[src/rtl/mm_cmd_arbiter.sv]
// Round-robin command sequencer between locality requesters and management_module.
// Grants one requester, strobes keyStart, waits a fixed window, returns the response code.
module mm_cmd_arbiter #(
  parameter int unsigned NUM_REQ      = 5,
  parameter int unsigned START_CYCLES = 2,
  parameter int unsigned RSP_WAIT     = 4
) (
  input  logic                   clock_i,
  input  logic                   reset_i,
  input  logic [NUM_REQ-1:0]     req_i,
  input  logic [32*NUM_REQ-1:0]  cc_i,
  input  logic [33*NUM_REQ-1:0]  param_i,
  output logic [NUM_REQ-1:0]     grant_o,
  output logic [NUM_REQ-1:0]     done_o,
  output logic [31:0]            rc_o,
  output logic                   busy_o,
  output logic [15:0]            cmd_count_o,
  output logic                   mm_keyStart_n_o,
  output logic [31:0]            mm_tpm_cc_o,
  output logic [32:0]            mm_cmd_param_o,
  output logic [7:0]             mm_locality_o,
  input  logic [31:0]            mm_tpm_rc_i
);

  localparam int unsigned IDX_W     = (NUM_REQ > 1) ? $clog2(NUM_REQ) : 1;
  localparam int unsigned MAX_PHASE = (START_CYCLES > RSP_WAIT) ? START_CYCLES : RSP_WAIT;
  localparam int unsigned CNT_W     = $clog2(MAX_PHASE + 1);

  typedef enum logic [1:0] {IDLE, ISSUE, WAIT, DONE} state_t;

  state_t             state;
  logic [IDX_W-1:0]   rrPtr;
  logic [IDX_W-1:0]   grantIdx;
  logic [CNT_W-1:0]   phaseCnt;

  logic               pickValid;
  logic [IDX_W-1:0]   pickIdx;
  int unsigned        cand;
  logic [31:0]        ccArr    [NUM_REQ];
  logic [32:0]        paramArr [NUM_REQ];

  for (genvar k = 0; k < NUM_REQ; k++) begin : gSlice
    assign ccArr[k]    = cc_i[32*k +: 32];
    assign paramArr[k] = param_i[33*k +: 33];
  end

  // First requesting index at or after the pointer, wrapping around.
  always_comb begin
    pickValid = 1'b0;
    pickIdx   = '0;
    cand      = 0;
    for (int unsigned i = 0; i < NUM_REQ; i++) begin
      cand = (32'(rrPtr) + i) % NUM_REQ;
      if (!pickValid && req_i[IDX_W'(cand)]) begin
        pickValid = 1'b1;
        pickIdx   = IDX_W'(cand);
      end
    end
  end

  always_ff @(posedge clock_i) begin
    if (reset_i) begin
      state           <= IDLE;
      rrPtr           <= '0;
      grantIdx        <= '0;
      phaseCnt        <= '0;
      grant_o         <= '0;
      done_o          <= '0;
      rc_o            <= '0;
      busy_o          <= 1'b0;
      cmd_count_o     <= '0;
      mm_keyStart_n_o <= 1'b1;
      mm_tpm_cc_o     <= '0;
      mm_cmd_param_o  <= '0;
      mm_locality_o   <= '0;
    end else begin
      done_o <= '0;
      case (state)
        IDLE: begin
          if (pickValid) begin
            state           <= ISSUE;
            grant_o         <= NUM_REQ'(1) << pickIdx;
            grantIdx        <= pickIdx;
            mm_tpm_cc_o     <= ccArr[pickIdx];
            mm_cmd_param_o  <= paramArr[pickIdx];
            mm_locality_o   <= 8'(pickIdx);
            mm_keyStart_n_o <= 1'b0;
            busy_o          <= 1'b1;
            phaseCnt        <= '0;
          end
        end
        ISSUE: begin
          if (phaseCnt == CNT_W'(START_CYCLES - 1)) begin
            state           <= WAIT;
            mm_keyStart_n_o <= 1'b1;
            phaseCnt        <= '0;
          end else begin
            phaseCnt <= phaseCnt + CNT_W'(1);
          end
        end
        WAIT: begin
          if (phaseCnt == CNT_W'(RSP_WAIT - 1)) begin
            state  <= DONE;
            rc_o   <= mm_tpm_rc_i;
            done_o <= grant_o;
            if (cmd_count_o != 16'hFFFF) begin
              cmd_count_o <= cmd_count_o + 16'd1;
            end
          end else begin
            phaseCnt <= phaseCnt + CNT_W'(1);
          end
        end
        DONE: begin
          state   <= IDLE;
          grant_o <= '0;
          busy_o  <= 1'b0;
          rrPtr   <= (grantIdx == IDX_W'(NUM_REQ - 1)) ? '0 : grantIdx + IDX_W'(1);
        end
        default: state <= IDLE;
      endcase
    end
  end

endmodule
[config.mk]
export PLATFORM = sky130hd
export DESIGN_NAME = mm_cmd_arbiter
export DESIGN_NICKNAME = d
export VERILOG_FILES = /design/src/rtl/mm_cmd_arbiter.sv
export SDC_FILE = /design/constraint.sdc
export NUM_CORES = 1
export LEC_CHECK = 0
export BUFFER_PORTS_ARGS = -buffer_cell sky130_fd_sc_hd__buf_2
export CAP_MARGIN = 10
export CORE_AREA = 5 5 193 195
export CTS_BUF_LIST = sky130_fd_sc_hd__clkbuf_4
export CTS_CLUSTER_DIAMETER = 60
export DETAILED_ROUTE_END_ITERATION = 7
export DIE_AREA = 0 0 198 200
export PLACE_DENSITY = 0.51
export SLEW_MARGIN = 20
export SYNTH_ARGS = -nofsm -noshare
export SYNTH_HDL_FRONTEND = slang
export SYNTH_SLANG_ARGS = --single-unit
[constraint.sdc]
create_clock -name clock_i -period 3.95 [get_ports clock_i]
set_input_delay 0.395 -clock clock_i [delete_from_list [all_inputs] [get_ports clock_i]]
set_output_delay 0.395 -clock clock_i [all_outputs]
set_load 0.005 [all_outputs]
; After elaboration in Yosys (flattened, before gate mapping)
; Cells that the tools add are included.
; W data, S select, Z words.
[op_classes]
addsub = 7
div = 5
order_cmp = 6
n_eq_ne = 11
shifts = 1
n_mux = 42
bitwise_logic = 3
reduce_logical = 20
[op_table]
columns = op, count
row1 = $mod A32 B3 Y32 const B, 4
row2 = $bmux W33 S3, 1
row3 = $bmux W32 S3, 1
row4 = $mux W33, 2
row5 = $mux W32, 2
row6 = $mod A3 B3 Y32 const B, 1
row7 = $mux W3, 9
row8 = $lt A3 B4 Y1 const B, 5
row9 = $add A16 B1 Y16 const B, 1
row10 = $ne A16 B16 Y1 const B, 1
row11 = $bmux W1 S3, 5
row12 = $mux W1, 13
row13 = $reduce_and A3 Y1, 4
row14 = $pmux W5 S2, 1
row15 = $pmux W3 S3, 1
row16 = $add A3 B2 Y4 const B, 2
row17 = $ne A2 B2 Y1 const B, 4
row18 = $pmux W2 S4, 1
row19 = $add A3 B1 Y3 const B, 2
row20 = $mux W2, 3
row21 = $reduce_and A2 Y1, 3
row22 = $mux W5, 1
row23 = $shl A1 B3 Y5 const A, 1
row24 = $add A3 B1 Y4 const B, 1
row25 = 16 further kinds, 26
[totals]
regBits = 136
input_bits = 364
out_inout_bits = 133
word_cells = 107

; Logic depth before layout (Yosys ltp)
[depth]
ltp_word = 20
depth_mapped = 23
depth_no_buf = 18

; Worst setup path after synthesis
; Ideal clock, no wire load.
[synth_path]
path_kind = reg2reg
startpoint = reg rrPtr[0]
endpoint = reg mm_cmd_param_o[15]
setup_ns = 0.130
t_arrival_ns = 4.232
t_required_ns = 3.820
path_slack_ns = -0.412
stages_incl_launch_ff = 24
n_path_buf = 5
period_less_slack_ns = 4.362
cell_sequence = dfxtp_1 buf_2 inv_2 ha_1 inv_1 ha_1 buf_2 inv_1 ha_1 inv_1 ha_1 nand2b_1 a2111oi_0 a311oi_1 a2111oi_2 o21ai_1 and3_1 buf_2 a31oi_2 nor2_1 buf_2 clkbuf_1 a22oi_1 o211ai_1
[synth_via]
elab_chain_cells = 20
word_cells_on_any_way = 42
cone_classes = add/sub (4) / div (5) / mux (23) / bitwise (1) / reduce/logical (9)
[synth_lines]
columns = element, line_no
row1 = start: declaration, 32  ; logic [IDX_W-1:0] rrPtr;
row2 = start signal: assignment, 117  ; rrPtr <= (grantIdx == IDX_W'(NUM_REQ - 1)) ? '0 : grantIdx + IDX_W'(1);
row3 = "parallel branches: the longest is 20 deep, another holds $mod A32 B3 Y32", --
row4 = end signal: assignment, 85  ; mm_cmd_param_o <= paramArr[pickIdx];
row5 = end: declaration, 20  ; output logic [32:0] mm_cmd_param_o,
; Several ways; the timed one is not identified. The select of a mux whose other input is x is not followed.
; A chain may end at the register's enable or synchronous reset.

; Worst setup path in the final report
[layout_path]
startpoint = reg rrPtr[0]
endpoint = reg mm_cmd_param_o[29]
; The elaborated chain is that of the path after synthesis.

==> flow_summary.ini <==
[critical_path]
cp-endpoint = mm_cmd_param_o[29]
path_buf_inv = 5
crit_slowest_cell = dfxtp_4
crit_family = compound AO/OA/AOI/OAI gates
worst-path-stages = 18
cp_cell_sequence = buf_6, ha_4, xnor2_2, nand2_1, ha_1, a211o_1, nor4b_4, or2_1, o311ai_4, nor3b_4, buf_4, a32oi_4, a2111oi_4, buf_4, buf_8, clkbuf_16, a22oi_2, o211ai_1
path_class = reg -> reg
crit_required_ns = 4.51
critPathLaunch = rrPtr[0]
worst_r2r_path_depth = 18
slowest_delay_ns = 0.39
reg2reg_to = mm_cmd_param_o[29]
endpoint_kind = flip-flop
crit_path_start_kind = flip-flop
crit_fanout = 8
cp.arrival_ns = 4.55
rrSetupSlack_ns = -0.04
cp_common_cell = buf_4
r2r-start = rrPtr[0]

[placement]
place_congestion = 0.853
placedCellCount = 2075
place_hpwl_mm = 34.4
placed_cell_area_um2 = 13100
portBuffers = 491
dpl_worst_slack_ns = -0.109

[synthesis]
synth_cells = 1105
syn_area_um2 = 9280
synth_top_family_by_area = compound AO/OA/AOI/OAI gates
ys_warn_count = 0
avgSynthCellArea_um2 = 8.40
seq_area_frac_synth = 0.293
netlist.area_leader.share = 0.293
async_reset_ff_frac = 0
yosysTopAreaCell = dfxtp_1
yosysUniqueCellTypes = 76
synth_mux_area_frac = 0.102
synth_edf_count = 0
synth_fa_ha_area_frac = 0.0351
ys_ff_latch = 136
synth_compound_area_frac = 0.314
ys_top_cells_by_area = dfxtp_1, o211ai_1, mux2i_1
synthSimpleGateAreaFrac = 0.168
ys.flop_type = dfxtp_1
synth_common_cells = dfxtp_1, o211ai_1, nand2_1, mux2i_1, and3_1
synthXorXnorAreaFrac = 0.0187

[sta]
setup_viol = 39
setup_ws_ns = -0.0388
relSlewSlack = 0.653
maxSlewViolCount = 0
worst_slew_pin_slew_ns = 0.516
rsz0062_at_grt = yes
final_hold_viol_count = 0
finalCritPeriodShare = 1.01
clock_skew_ns = 0.0145
period_minus_slack_ns = 3.99
max_freq_mhz = 251

[finish]
layout.cells.non_filler = 2267
fin_nets = 2172
area_growth_pct = 68.5
drive_gt1_frac = 0.447
design_area_um2 = 15600

[cts]
numCtsBuffers = 17
cts_root_buf = clkbuf_4
clk_pin_slew_worst_paths_ns = 0.14
htree_levels = 4
worstSkewPairLatency_ns = 0.62
cts_tree = done
cts_max_path_buffers = 2
cts.sinks = 136

[floorplan]
ioPinCount = 497
rows = 69
coreArea_um2 = 35200
dieWidth_um = 198
initial_core_util = 0.263
die-height_um = 200
die_area_um2 = 39600

[detailed_routing]
dr.max_layer_used = met5
met2_length_mm = 22.6
drt-initial-drc-count = 586
drt_wl_total_mm = 46.4
dr_total_vias = 11500
drc = 0
dr.pass1.iters = 5
wl_met3_mm = 3.43
final_antenna_net_count = 0
met1Wirelength_mm = 19.2
wl_per_cell_um = 20.5
via_per_inst = 5.06

[outcome]
status = finished, violations left
violations = negative setup slack

[power]
p_per_area_nw_per_um2 = 555
p_leak_uw = 0.00717
vdd_drop_max_v = 0.000311

[hold_path]
min_from = param_i[109]
holdCritPathClass = in -> reg

[run]
maxCapViolations = 0

[global_route]
grt_usage = 0.211
grt_pass1_wl_mm = 65.1
grt_overflow = 0
grt_pass1_vias = 11200
grt_max_degree = 50
antenna_found_initial = 14
-- metrics by stage --
step | utilization | hold slack (ns) | total power (uW) | setup TNS [ns]
6_report | 0.444 | 0.0689 | 8670 | -0.479
5_1_grt | 0.443 | 0.0148 | 9220 | -11.86
4_1_cts | 0.425 | 0.00171 | 8350 | -0.0651
3_5_place_dp | 0.371 | 0.445 | 6500 | -4.20
3_3_place_gp | 0.371 | 0.438 | 6460 | -2.07
2_1_floorplan | - | 0.442 | 4620 | 0
-- state kept, by name, summed over array words and instances, names as in the netlist --
name / count
mm_tpm_cc_o: 32
mm_cmd_param_o: 33
cmd_count_o: 16
busy_o: 1
mm_keyStart_n_o: 1
phaseCnt: 3
grant_o: 5
done_o: 5
state: 2
rrPtr: 3
rc_o: 32
mm_locality_o: 3
-- power by group --
group / switching [uW] / internal [uW] / total [uW]
clock: 640 / 455 / 1090
combinational: 2910 / 2840 / 5750
sequential: 181 / 1650 / 1830
total: 3730 / 4950 / 8670
-- kinds of logic after synthesis --
family | count (synthesis)
other | 1
buffers and inverters | 132
DFF | 136
muxes | 90
AOI/OAI and AO/OA | 398
and+or+nand+nor | 303
adders and majority gates | 26
xor gates and xnor gates | 19
-- layer usage --
layer | global-route usage | up-vias
met5 | 0 | -
met4 | 0.0589 | 16
met3 | 0.0636 | 68
met2 | 0.357 | 447
met1 | 0.262 | 5397
li1 | - | 5536
-- final cells by class --
type | instances | area, um2
diodes | 11 | 27.5
flip-flops and latches | 136 | 2730
inverters | 26 | 110
clock buffers | 17 | 128
well taps | 461 | 577
multi-input cells | 841 | 6550
repair buffers | 760 | 5320
fillers | 3512 | 19600
clock inverters | 15 | 191
-- tightest hold or removal path, cell delays in order --
cell and delay, ns:
buf_2 0.08, mux2i_1 0.05, o211ai_1 0.14
-- timing repair --
item                                    4_1_cts  5_1_grt
pin swaps                                    22       54
buffers inserted                             15       15
cloned                                        5       10
resized for setup                            55       83
endpoints found under the setup margin       68       73
hold endpoints to repair                     96        0
hold buffers                                108        0
-- worst min-delay path by stage --
stage / to / slack [ns] / cells past startpoint
2_1_floorplan: phaseCnt[2] / 0.44 / 2
3_3_place_gp: rc_o[0] / 0.44 / 2
3_5_place_dp: rc_o[19] / 0.44 / 2
4_1_cts: mm_tpm_cc_o[10] / 0.002 / 3
5_1_grt: mm_tpm_cc_o[30] / 0.01 / 3
6_report: mm_cmd_param_o[10] / 0.07 / 3
-- cells in the final DEF, fill, tap and decap left out, types with 6 or more instances in the layout --
master         synthesis  final
buf_2                 43    491
o211ai_1             136    136
dfxtp_1              136    133
buf_4                 11    111
dlygate4sd3_1          0    108
nand2_1               93     91
and3_1                74     72
mux2i_1               80     68
a21boi_0              65     60
a21oi_1               56     50
nor2_1                46     44
a22oi_1               67     41
a22oi_2                0     26
inv_1                 24     20
buf_12                 0     20
ha_1                  26     19
clkbuf_4               0     17
nand3_1               14     13
xor2_1                12     12
diode_2                0     11
buf_6                  5     11
o21ai_0               11     10
nand2b_1              12     10
nor2b_1               10     10
mux2i_2                1      9
or3_1                  8      8
clkbuf_16              0      8
nand4_1                7      7
xnor2_1                6      6
nor3_1                 8      6
buf_8                  0      6
No activity file was read; power rests on OpenSTA's default activity.
